**config.mk**
```make
export PLATFORM = sky130hd
export DESIGN_NAME = bist_march_adr_seq
export DESIGN_NICKNAME = d
export VERILOG_FILES = /design/src/rtl/bist_pkg.sv /design/src/rtl/bist_range_cnt.sv /design/src/rtl/bist_march_adr_seq.sv
export SDC_FILE = /design/constraint.sdc
export NUM_CORES = 1
export LEC_CHECK = 0
export ABC_AREA = 1
export CAP_MARGIN = 20
export CORE_UTILIZATION = 50
export CTS_BUF_LIST = sky130_fd_sc_hd__clkbuf_8
export DETAILED_ROUTE_END_ITERATION = 8
export GPL_ROUTABILITY_DRIVEN = 0
export PLACE_DENSITY = 0.77
export SYNTH_ARGS = -nofsm -noshare
export SYNTH_HDL_FRONTEND = slang
export SYNTH_SLANG_ARGS = --single-unit
```
**constraint.sdc**
```tcl
create_clock -name clk -period 2.6 [get_ports clk]
set_input_delay 0.52 -clock clk [delete_from_list [all_inputs] [get_ports clk]]
set_output_delay 0.52 -clock clk [all_outputs]
set_load 0.03 [all_outputs]
```
**src/rtl/bist_pkg.sv**
```systemverilog
// Shared BIST types and helpers: sweep ordering modes, sequencer states, Gray encoding.
package bist_pkg;

    typedef enum logic [1:0] {
        LINEAR = 2'd0,
        GRAY   = 2'd1,
        COMPL  = 2'd2,
        RSVD   = 2'd3
    } mode_t;

    typedef enum logic [1:0] {
        IDLE = 2'd0,
        RUN  = 2'd1,
        DONE = 2'd2
    } state_t;

    function automatic logic [31:0] bin2gray(input logic [31:0] b);
        return b ^ (b >> 1);
    endfunction

endpackage

```
**src/rtl/bist_range_cnt.sv**
```systemverilog
// Loadable up/down counter that walks from a start bound to an end bound and then holds,
// flagging the terminal value. Never wraps: the end compare stops it before overflow.
module bist_range_cnt #(
    parameter int ADR_W = 4
) (
    input  logic             clk,
    input  logic             rst,
    input  logic             load,
    input  logic             dir,
    input  logic [ADR_W-1:0] lo,
    input  logic [ADR_W-1:0] hi,
    input  logic             en,
    output logic [ADR_W-1:0] cnt,
    output logic             term
);

    logic [ADR_W-1:0] end_val;
    logic             dir_r;

    always_ff @(posedge clk) begin
        if (rst) begin
            cnt     <= '0;
            end_val <= '0;
            dir_r   <= 1'b0;
        end else if (load) begin
            cnt     <= dir ? lo : hi;
            end_val <= dir ? hi : lo;
            dir_r   <= dir;
        end else if (en && !term) begin
            cnt <= dir_r ? cnt + 1'b1 : cnt - 1'b1;
        end
    end

    assign term = (cnt == end_val);

endmodule

```
**src/rtl/bist_march_adr_seq.sv**
```systemverilog
// BIST march address sequencer: linear, Gray or complement-pair sweeps over a programmable
// range with start/abort/done handshake. One instance per memory port.
module bist_march_adr_seq
    import bist_pkg::*;
#(
    parameter int ADR_W = 4
) (
    input  logic             clk,
    input  logic             rst,
    input  logic             start,
    input  logic             abort,
    input  logic             dir,
    input  logic [1:0]       mode,
    input  logic [ADR_W-1:0] lo_adr,
    input  logic [ADR_W-1:0] hi_adr,
    input  logic             step,
    output logic [ADR_W-1:0] adr,
    output logic             adr_vld,
    output logic             last,
    output logic             busy,
    output logic             done,
    output logic             cfg_err
);

    localparam logic [1:0] ST_IDLE = IDLE;
    localparam logic [1:0] ST_RUN  = RUN;
    localparam logic [1:0] ST_DONE = DONE;
    localparam logic [ADR_W-1:0] HALF_MAX = {1'b0, {(ADR_W-1){1'b1}}};

    logic [1:0]       state;
    logic [1:0]       mode_r;
    logic             ph;
    logic             is_compl;
    logic             cfg_bad;
    logic             accept;
    logic             run_step;
    logic             cnt_en;
    logic             term;
    logic [ADR_W-1:0] cnt;
    logic [ADR_W-1:0] cnt_lo;
    logic [ADR_W-1:0] cnt_hi;

    assign is_compl = (mode_r == COMPL);
    assign cfg_bad  = (mode != COMPL) && (lo_adr > hi_adr);
    assign accept   = (state == ST_IDLE) && start && !cfg_bad;
    assign run_step = (state == ST_RUN) && step && !abort;

    // Complement order reuses the range counter as the half-counter over the lower half
    assign cnt_lo = (mode == COMPL) ? '0 : lo_adr;
    assign cnt_hi = (mode == COMPL) ? HALF_MAX : hi_adr;
    assign cnt_en = run_step && (!is_compl || ph);

    bist_range_cnt #(.ADR_W(ADR_W)) u_cnt (
        .clk  (clk),
        .rst  (rst),
        .load (accept),
        .dir  (dir),
        .lo   (cnt_lo),
        .hi   (cnt_hi),
        .en   (cnt_en),
        .cnt  (cnt),
        .term (term)
    );

    assign busy    = (state == ST_RUN);
    assign adr_vld = busy;
    assign done    = (state == ST_DONE);
    assign last    = busy && term && (!is_compl || ph);

    always_ff @(posedge clk) begin
        if (rst) begin
            state   <= ST_IDLE;
            mode_r  <= LINEAR;
            ph      <= 1'b0;
            cfg_err <= 1'b0;
        end else begin
            cfg_err <= (state == ST_IDLE) && start && cfg_bad;
            case (state)
                ST_IDLE: begin
                    if (accept) begin
                        state  <= ST_RUN;
                        mode_r <= mode;
                        ph     <= 1'b0;
                    end
                end
                ST_RUN: begin
                    if (abort) begin
                        state <= ST_IDLE;
                    end else if (step && last) begin
                        state <= ST_DONE;
                    end else if (step && is_compl) begin
                        ph <= ~ph;
                    end
                end
                default: state <= ST_IDLE;
            endcase
        end
    end

    // Output mapping holds its last value outside RUN because cnt and ph are frozen there
    always_comb begin
        case (mode_r)
            GRAY:    adr = ADR_W'(bin2gray(32'(cnt)));
            COMPL:   adr = ph ? ~cnt : cnt;
            default: adr = cnt;
        endcase
    end

endmodule

```
## Yosys cells after proc, flatten, opt, wreduce, memory -nomap -nowiden

Cells that the tools add are included.

| word-level totals | value |
|---|---|
| register bits after elaboration | 15 |
| latch bits | 0 |
| RAM bits | 0 |
| memory bits (read-only) | 0 |
| bits of input ports | 16 |
| word-level logic and storage cells | 66 |
| memories | 0 |

| operators by class | value |
|---|---|
| add/sub/neg operators | 2 |
| $mul | 0 |
| div/mod/pow operators | 0 |
| magnitude comparators | 1 |
| eq/ne operators | 12 |
| shift-type cells | 0 |
| mux-type cells | 18 |
| bitwise gates (word level) | 3 |
| reduce and logical (&&, ||, !) cells | 23 |

Operator list:

| kind | count |
|---|---|
| 2-to-1 mux 4 bit | 8 |
| logical AND 1 bit | 12 |
| != test 2 bit, second input constant | 4 |
| case mux 4 bit (2 select lines) | 1 |
| == test 2 bit, second input constant | 3 |
| 2-to-1 mux 2 bit | 3 |
| AND reduction 5 bit | 1 |
| adder 4 x 1 -> 4 bit, second input constant | 1 |
| == test 2 x 1 -> 1 bit, second input constant | 2 |
| == test 4 bit | 1 |
| > comparator 4 bit | 1 |
| logical NOT 1 bit | 4 |
| 2-to-1 mux 1 bit | 4 |
| inverter 4 bit | 1 |
| case mux 2 bit (2 select lines) | 1 |
| AND reduction 2 bit | 2 |
| nonzero test 2 bit | 2 |
| subtractor 4 x 1 -> 4 bit, second input constant | 1 |
| bitwise XOR 4 x 3 -> 4 bit | 1 |
| != test 3 x 2 -> 1 bit, second input constant | 1 |
| logical NOT 2 bit | 1 |
| != test 2 x 1 -> 1 bit, second input constant | 1 |
| case mux 1 bit (2 select lines) | 1 |
| logical OR 1 bit | 1 |
| inverter 1 bit | 1 |

## Logic depth before layout (Yosys ltp)

| depth | value |
|---|---|
| word-level depth | 8 |
| gate-level depth with buffers | 14 |
| depth with buffers taken out | 13 |

## Hierarchy

A second synthesis with hierarchy kept.

| second synthesis, totals | value |
|---|---|
| cell total of the unflattened synthesis | 213 |
| area total of the unflattened synthesis | 1323.8 um^2 |

Modules (own cells, without submodules):

| module | instances | cells an instance | area each (um^2) | seq. area each (um^2) |
|---|---|---|---|---|
| bist_range_cnt | 1 | 109 | 679.4 | 180.2 |
| bist_march_adr_seq | 1 | 104 | 644.4 | 120.1 |

## Least setup slack after synthesis

Ideal clock, no wire load.

| timing | value |
|---|---|
| path kind | flip-flop to output port |
| from | register mode_r[0] |
| to | output port adr[3] |
| arrival time | 1637 ps |
| data required time | 2080 ps |
| slack | 443 ps |
| cell stages (with the launch flop) | 6 |
| path buffers | 0 |
| cell sequence | dfxtp_1 inv_1 ha_1 nor3_1 inv_1 o21ai_0 |

| on the way | value |
|---|---|
| word-level cells in the longest chain between the ends | 2 |
| elaborated cells on any way between the ends | 3 |
| classes of those cells | 2 x eq/ne; 1 x mux |

Ends and longest elaborated chain:

| item | RTL line | RTL |
|---|---|---|
| start, declared | bist_march_adr_seq.sv:31 | `logic [1:0] mode_r;` |
| start signal, assigned | bist_march_adr_seq.sv:82 | `mode_r <= mode;` |
| == test 2 bit or == test 2 x 1 -> 1 bit (tied branches) | bist_march_adr_seq.sv:102 | `case (mode_r)` |
| case mux 4 bit (2 select lines) (*) | bist_march_adr_seq.sv:102 |  |
| end, declared | bist_march_adr_seq.sv:17 | `output logic [ADR_W-1:0] adr,` |

Every way passes the cells marked *; elsewhere a longest branch is shown, timed or not.

## Worst setup path in the final report

| timing | value |
|---|---|
| from | register u_cnt.cnt[1] |
| to | output port last |

| on the way | value |
|---|---|
| word-level cells in the longest chain between the ends | 3 |

Ends and longest elaborated chain:

| item | RTL line | RTL |
|---|---|---|
| start, declared | bist_range_cnt.sv:13 | `output logic [ADR_W-1:0] cnt,` |
| start signal, assigned | bist_range_cnt.sv:26 | `cnt <= dir ? lo : hi;` |
| start signal, assigned | bist_range_cnt.sv:30 | `cnt <= dir_r ? cnt + 1'b1 : cnt - 1'b1;` |
| == test 4 bit | bist_range_cnt.sv:34 | `assign term = (cnt == end_val);` |
| logical AND 1 bit (2 in a row) | bist_march_adr_seq.sv:68 | `assign last = busy && term && (!is_compl \|\| ph);` |
| end, declared | bist_march_adr_seq.sv:19 | `output logic last,` |

Every way passes these cells.

==> summary by stage <==
Run status
The flow ran to the end, and the final reports show no timing, DRC or antenna violations.

Critical path
Across all register-to-register paths, the minimum setup slack is ~1100 ps. The worst reg2reg path endpoint is u_cnt.cnt[3]$_SDFFE_PP0P_. The number of cells on the worst reg-to-reg path is 9. The data arrival time of the critical path is between 1500 and 2000 ps.

The worst setup path is captured at an output port. In this run the critical register-to-register path is launched from u_cnt.dir_r$_SDFFE_PP0N_. STA puts the critical path data required time at approximately 2100 ps. Of all nets on the critical path, the largest fanout is 6.

By startpoint and endpoint, the worst setup path is classified as register to output port. The kind of start point of the critical path is a register.

Hold path
The worst hold-check path type is register to register. The path with the worst hold slack has its endpoint at u_cnt.end_val[2]$_SDFFE_PP0N_. The worst hold path depth is 2. The startpoint of the tightest hold check path is u_cnt.end_val[2]$_SDFFE_PP0N_.

Routing
Dividing the detail-routed wire length by the instance count gives between 10 and 15 µm. The number of vias per cell after detailed routing is between 5 and 6. Before antenna repair, the detailed router went through 5 iterations. The post-route DRC violation count is 0.

Wires add up to ~2900 µm. The routed layout has 1307 vias. The detail route stage leaves a number of antenna-violating nets equal to 0. The detailed router finished its first iteration with 42 violations.

Layout
The number of antenna diodes in the final layout is 0. From synthesis to final layout, the design area changed by 22.4%. The share of final-layout standard cells stronger than drive strength 1 is 0.113. The net count of the finished layout is between 200 and 250. The count of fill cells added during filler insertion is ~220.

For this run, the share of the core covered by cells in the final layout is 0.672.

Clock tree
The clock root buffer master is sky130_fd_sc_hd__clkbuf_8. The clock latency reported for the late side of the worst-skew pair is roughly 240 ps. Buffers added to address setup during post-CTS repair amount to 0.

The H-tree depth reported by CTS is 1. The number of sinks on the clock net is 15. Clock-pin slew was measured on the worst setup and hold paths at 60 ps. After clock tree synthesis, the flow added hold-fix buffers numbering 0. TritonCTS built the clock tree.

The total clock buffers created by CTS is 3. The number of buffers between clock root and the deepest sink is 2.

Die
The floorplan step defined a core boundary enclosing around 0.0023 mm². The die is ~52 µm wide. The number of standard-cell rows in the floorplan is 17.

The die boundary height is between 50 and 60 µm. The initial cell density of the core is 0.549. In this run the count of I/O pins placed on the die edge is 25. The floorplan step defined a die boundary enclosing ~0.0027 mm².

Power and ir drop
The fraction of power spent switching nets is 0.395. The internal power of the cells totals approximately 0.0005 W. The analysis attributes to net switching a power of about 0.00032 W. For this design the ratio of total power to cell area is 532 mW/mm².

VDD sags by at most roughly 0.32 mV. The leakage power of the design is between 0.7 and 0.8 nW. The share of total power dissipated in sequential elements is 0.342.

Of the total power, the clock network draws 0.227. The combinational group share of total power is 0.430.

STA
The setup slack after layout is around 110 ps. The worst hold slack is about 470 ps. The accumulated negative setup slack is 0 ps.

Subtracting the final worst setup slack from the clock period gives between 2000 and 2500 ps. At the pin with the least slew margin, the transition time is approximately 330 ps. Setup repair after global routing left no endpoint under its margin. The fmax is 402 MHz. The final count of pins violating max slew is 0.

The number of failing setup endpoints in the final timing report is 0. The final worst-path cycle share is 0.956. The worst slew slack as a fraction of its limit is 0.777. The final count of hold timing violations came to 0. The final clock skew is about 2.4 ps.

Yosys
The synthesized design contains 0 enable-type register cells. The number of instances in the synthesized netlist is slightly below 200. The synthesized area divided by synthesized cell count is approximately 6.3 µm². In this run, synthesis produced a sequential element count of 15. The share of synthesized flip-flops with an asynchronous set or reset is 0. The yosys synthesis warning count is 0. By count the netlist is led by 46 x sky130_fd_sc_hd__nand2_1, 30 x sky130_fd_sc_hd__inv_1, 16 x sky130_fd_sc_hd__nor2_1. Yosys attributes the largest share of cell area to sky130_fd_sc_hd__dfxtp_1 24%, sky130_fd_sc_hd__nand2_1 14%, sky130_fd_sc_hd__inv_1 8.9%, sky130_fd_sc_hd__ha_1 7.9%, sky130_fd_sc_hd__a21oi_1 5.6%. Of the synthesized area, sequential elements account for 0.238. The leading area contributor after synthesis is sky130_fd_sc_hd__dfxtp_1. sky130_fd_sc_hd__nand2_1 is the most common cell in the netlist.

The most common flop cell mapped by yosys is sky130_fd_sc_hd__dfxtp_1. The cell area that synthesis handed to floorplanning was ~0.0013 mm². The number of nets handed over by synthesis was between 200 and 250. The share of the synthesized area in the top cell type is 0.238. The number of library cell types mapped by synthesis is 31.

Global routing
The number of antenna violations at the first check in global routing is 0. The via count of the first global-routing pass came to about 1200. Global routing finished with a remaining overflow of 0. The first global-routing pass estimated ~5000 µm of wire.

The largest net degree at the start of global routing is 24. The global router's overall resource usage is 0.246.

Job
The count of maximum capacitance violations is 0.

Placed design
Before CTS, the worst setup slack after placement is roughly 150 ps. Input and output buffers added on the ports amount to 24. Detailed placement ended at an HPWL of around 2300 µm.
## registers in the layout, indices dropped and copies added, names as in the netlist
register and count:
state 2, u_cnt.end_val 4, cfg_err 1, ph 1
u_cnt.cnt 4, u_cnt.dir_r 1, mode_r 2
## worst max path at each step
stage / depth (start not counted) / startpoint / to
after detailed placement: 6 / mode_r[0]$_SDFFE_PP0P_ / adr[3]
final: 7 / u_cnt.cnt[1]$_SDFFE_PP0P_ / last
after global routing: 6 / mode_r[0]$_SDFFE_PP0P_ / adr[1]
after floorplan: 5 / mode_r[0]$_SDFFE_PP0P_ / adr[3]
after CTS: 7 / u_cnt.cnt[1]$_SDFFE_PP0P_ / last
after global placement: 6 / mode_r[0]$_SDFFE_PP0P_ / adr[0]
## power groups by stage
stage	sequential, W	clock (W)	combinational, W
5_1_grt	0.000286	0.000203	0.000398
3_5_place_dp	0.000287	0	0.000358
2_1_floorplan	0.000282	0	0.000266
6_report	0.000281	0.000187	0.000354
4_1_cts	0.000282	0.000192	0.000353
3_3_place_gp	0.000286	0	0.000344
## repair_timing
action | 4_1_cts | 5_1_grt
setup endpoints to repair | 4 | 1
resized for setup | 4 | 1
cloned | 0 | 0
## final cells by class
type / count / area (µm²) / area share
clock inverter: 1 / 3.75 / 0.00243
tap: 28 / 35.0 / 0.0227
timing repair buffer: 24 / 236 / 0.153
sequential: 15 / 300 / 0.194
clock buffer: 3 / 41.3 / 0.0267
inverter: 36 / 136 / 0.0883
multi-input combinational: 143 / 791 / 0.512
## cells in the final DEF, fill, tap and decap left out, types with 5 or more instances in the layout
| cell type | n |
|---|---|
| sky130_fd_sc_hd__clkdlybuf4s50_1 | 20 |
| sky130_fd_sc_hd__inv_2 | 5 |
| sky130_fd_sc_hd__nand2_1 | 46 |
| sky130_fd_sc_hd__o21ai_0 | 10 |
| sky130_fd_sc_hd__ha_1 | 8 |
| sky130_fd_sc_hd__inv_1 | 31 |
| sky130_fd_sc_hd__o21ai_1 | 11 |
| sky130_fd_sc_hd__a21oi_1 | 14 |
| sky130_fd_sc_hd__dfxtp_1 | 15 |
| sky130_fd_sc_hd__nand3_1 | 6 |
| sky130_fd_sc_hd__nor2_1 | 16 |
| sky130_fd_sc_hd__nand2_2 | 6 |
## per-stage QoR
step | total power, W | std cells | instance area [µm²]
after detailed placement | 0.000645 | 246 | 1500
after global placement | 0.000630 | 246 | 1500
after floorplan | 0.000547 | 199 | 1260
final | 0.000822 | 250 | 1540
after global routing | 0.000887 | 250 | 1540
after CTS | 0.000826 | 250 | 1540
## worst max-delay path, stage by stage, from the launching register on
cell and delay, ps:
sky130_fd_sc_hd__dfxtp_1 480, sky130_fd_sc_hd__inv_2 100, sky130_fd_sc_hd__nand2_1 70, sky130_fd_sc_hd__nand2_1 90
sky130_fd_sc_hd__nor2_4 130, sky130_fd_sc_hd__nand2_2 80, sky130_fd_sc_hd__nor2_1 100, sky130_fd_sc_hd__clkdlybuf4s50_1 680
## layer usage
layer  vias to the layer above  track usage  wire length [µm]
li1                        680            -                 -
met1                       582        0.297              1290
met2                        45        0.449              1430
met3                         0       0.0319               149
met4                         0       0.0702                 0
met5                         -            0                 0
## logic make-up (layout without fill, tap and decap cells)
kind of cell               count (synthesis)  count (layout)  synth area share
and+or+nand+nor                           91              91             0.342
DFF                                       15              15             0.238
adders and majority gates                  9               9            0.0952
buffers and inverters                     41              64             0.135
AOI/OAI and AO/OA                         40              40             0.169
xor gates and xnor gates                   3               3            0.0208
(Power assumes the default switching activity.)
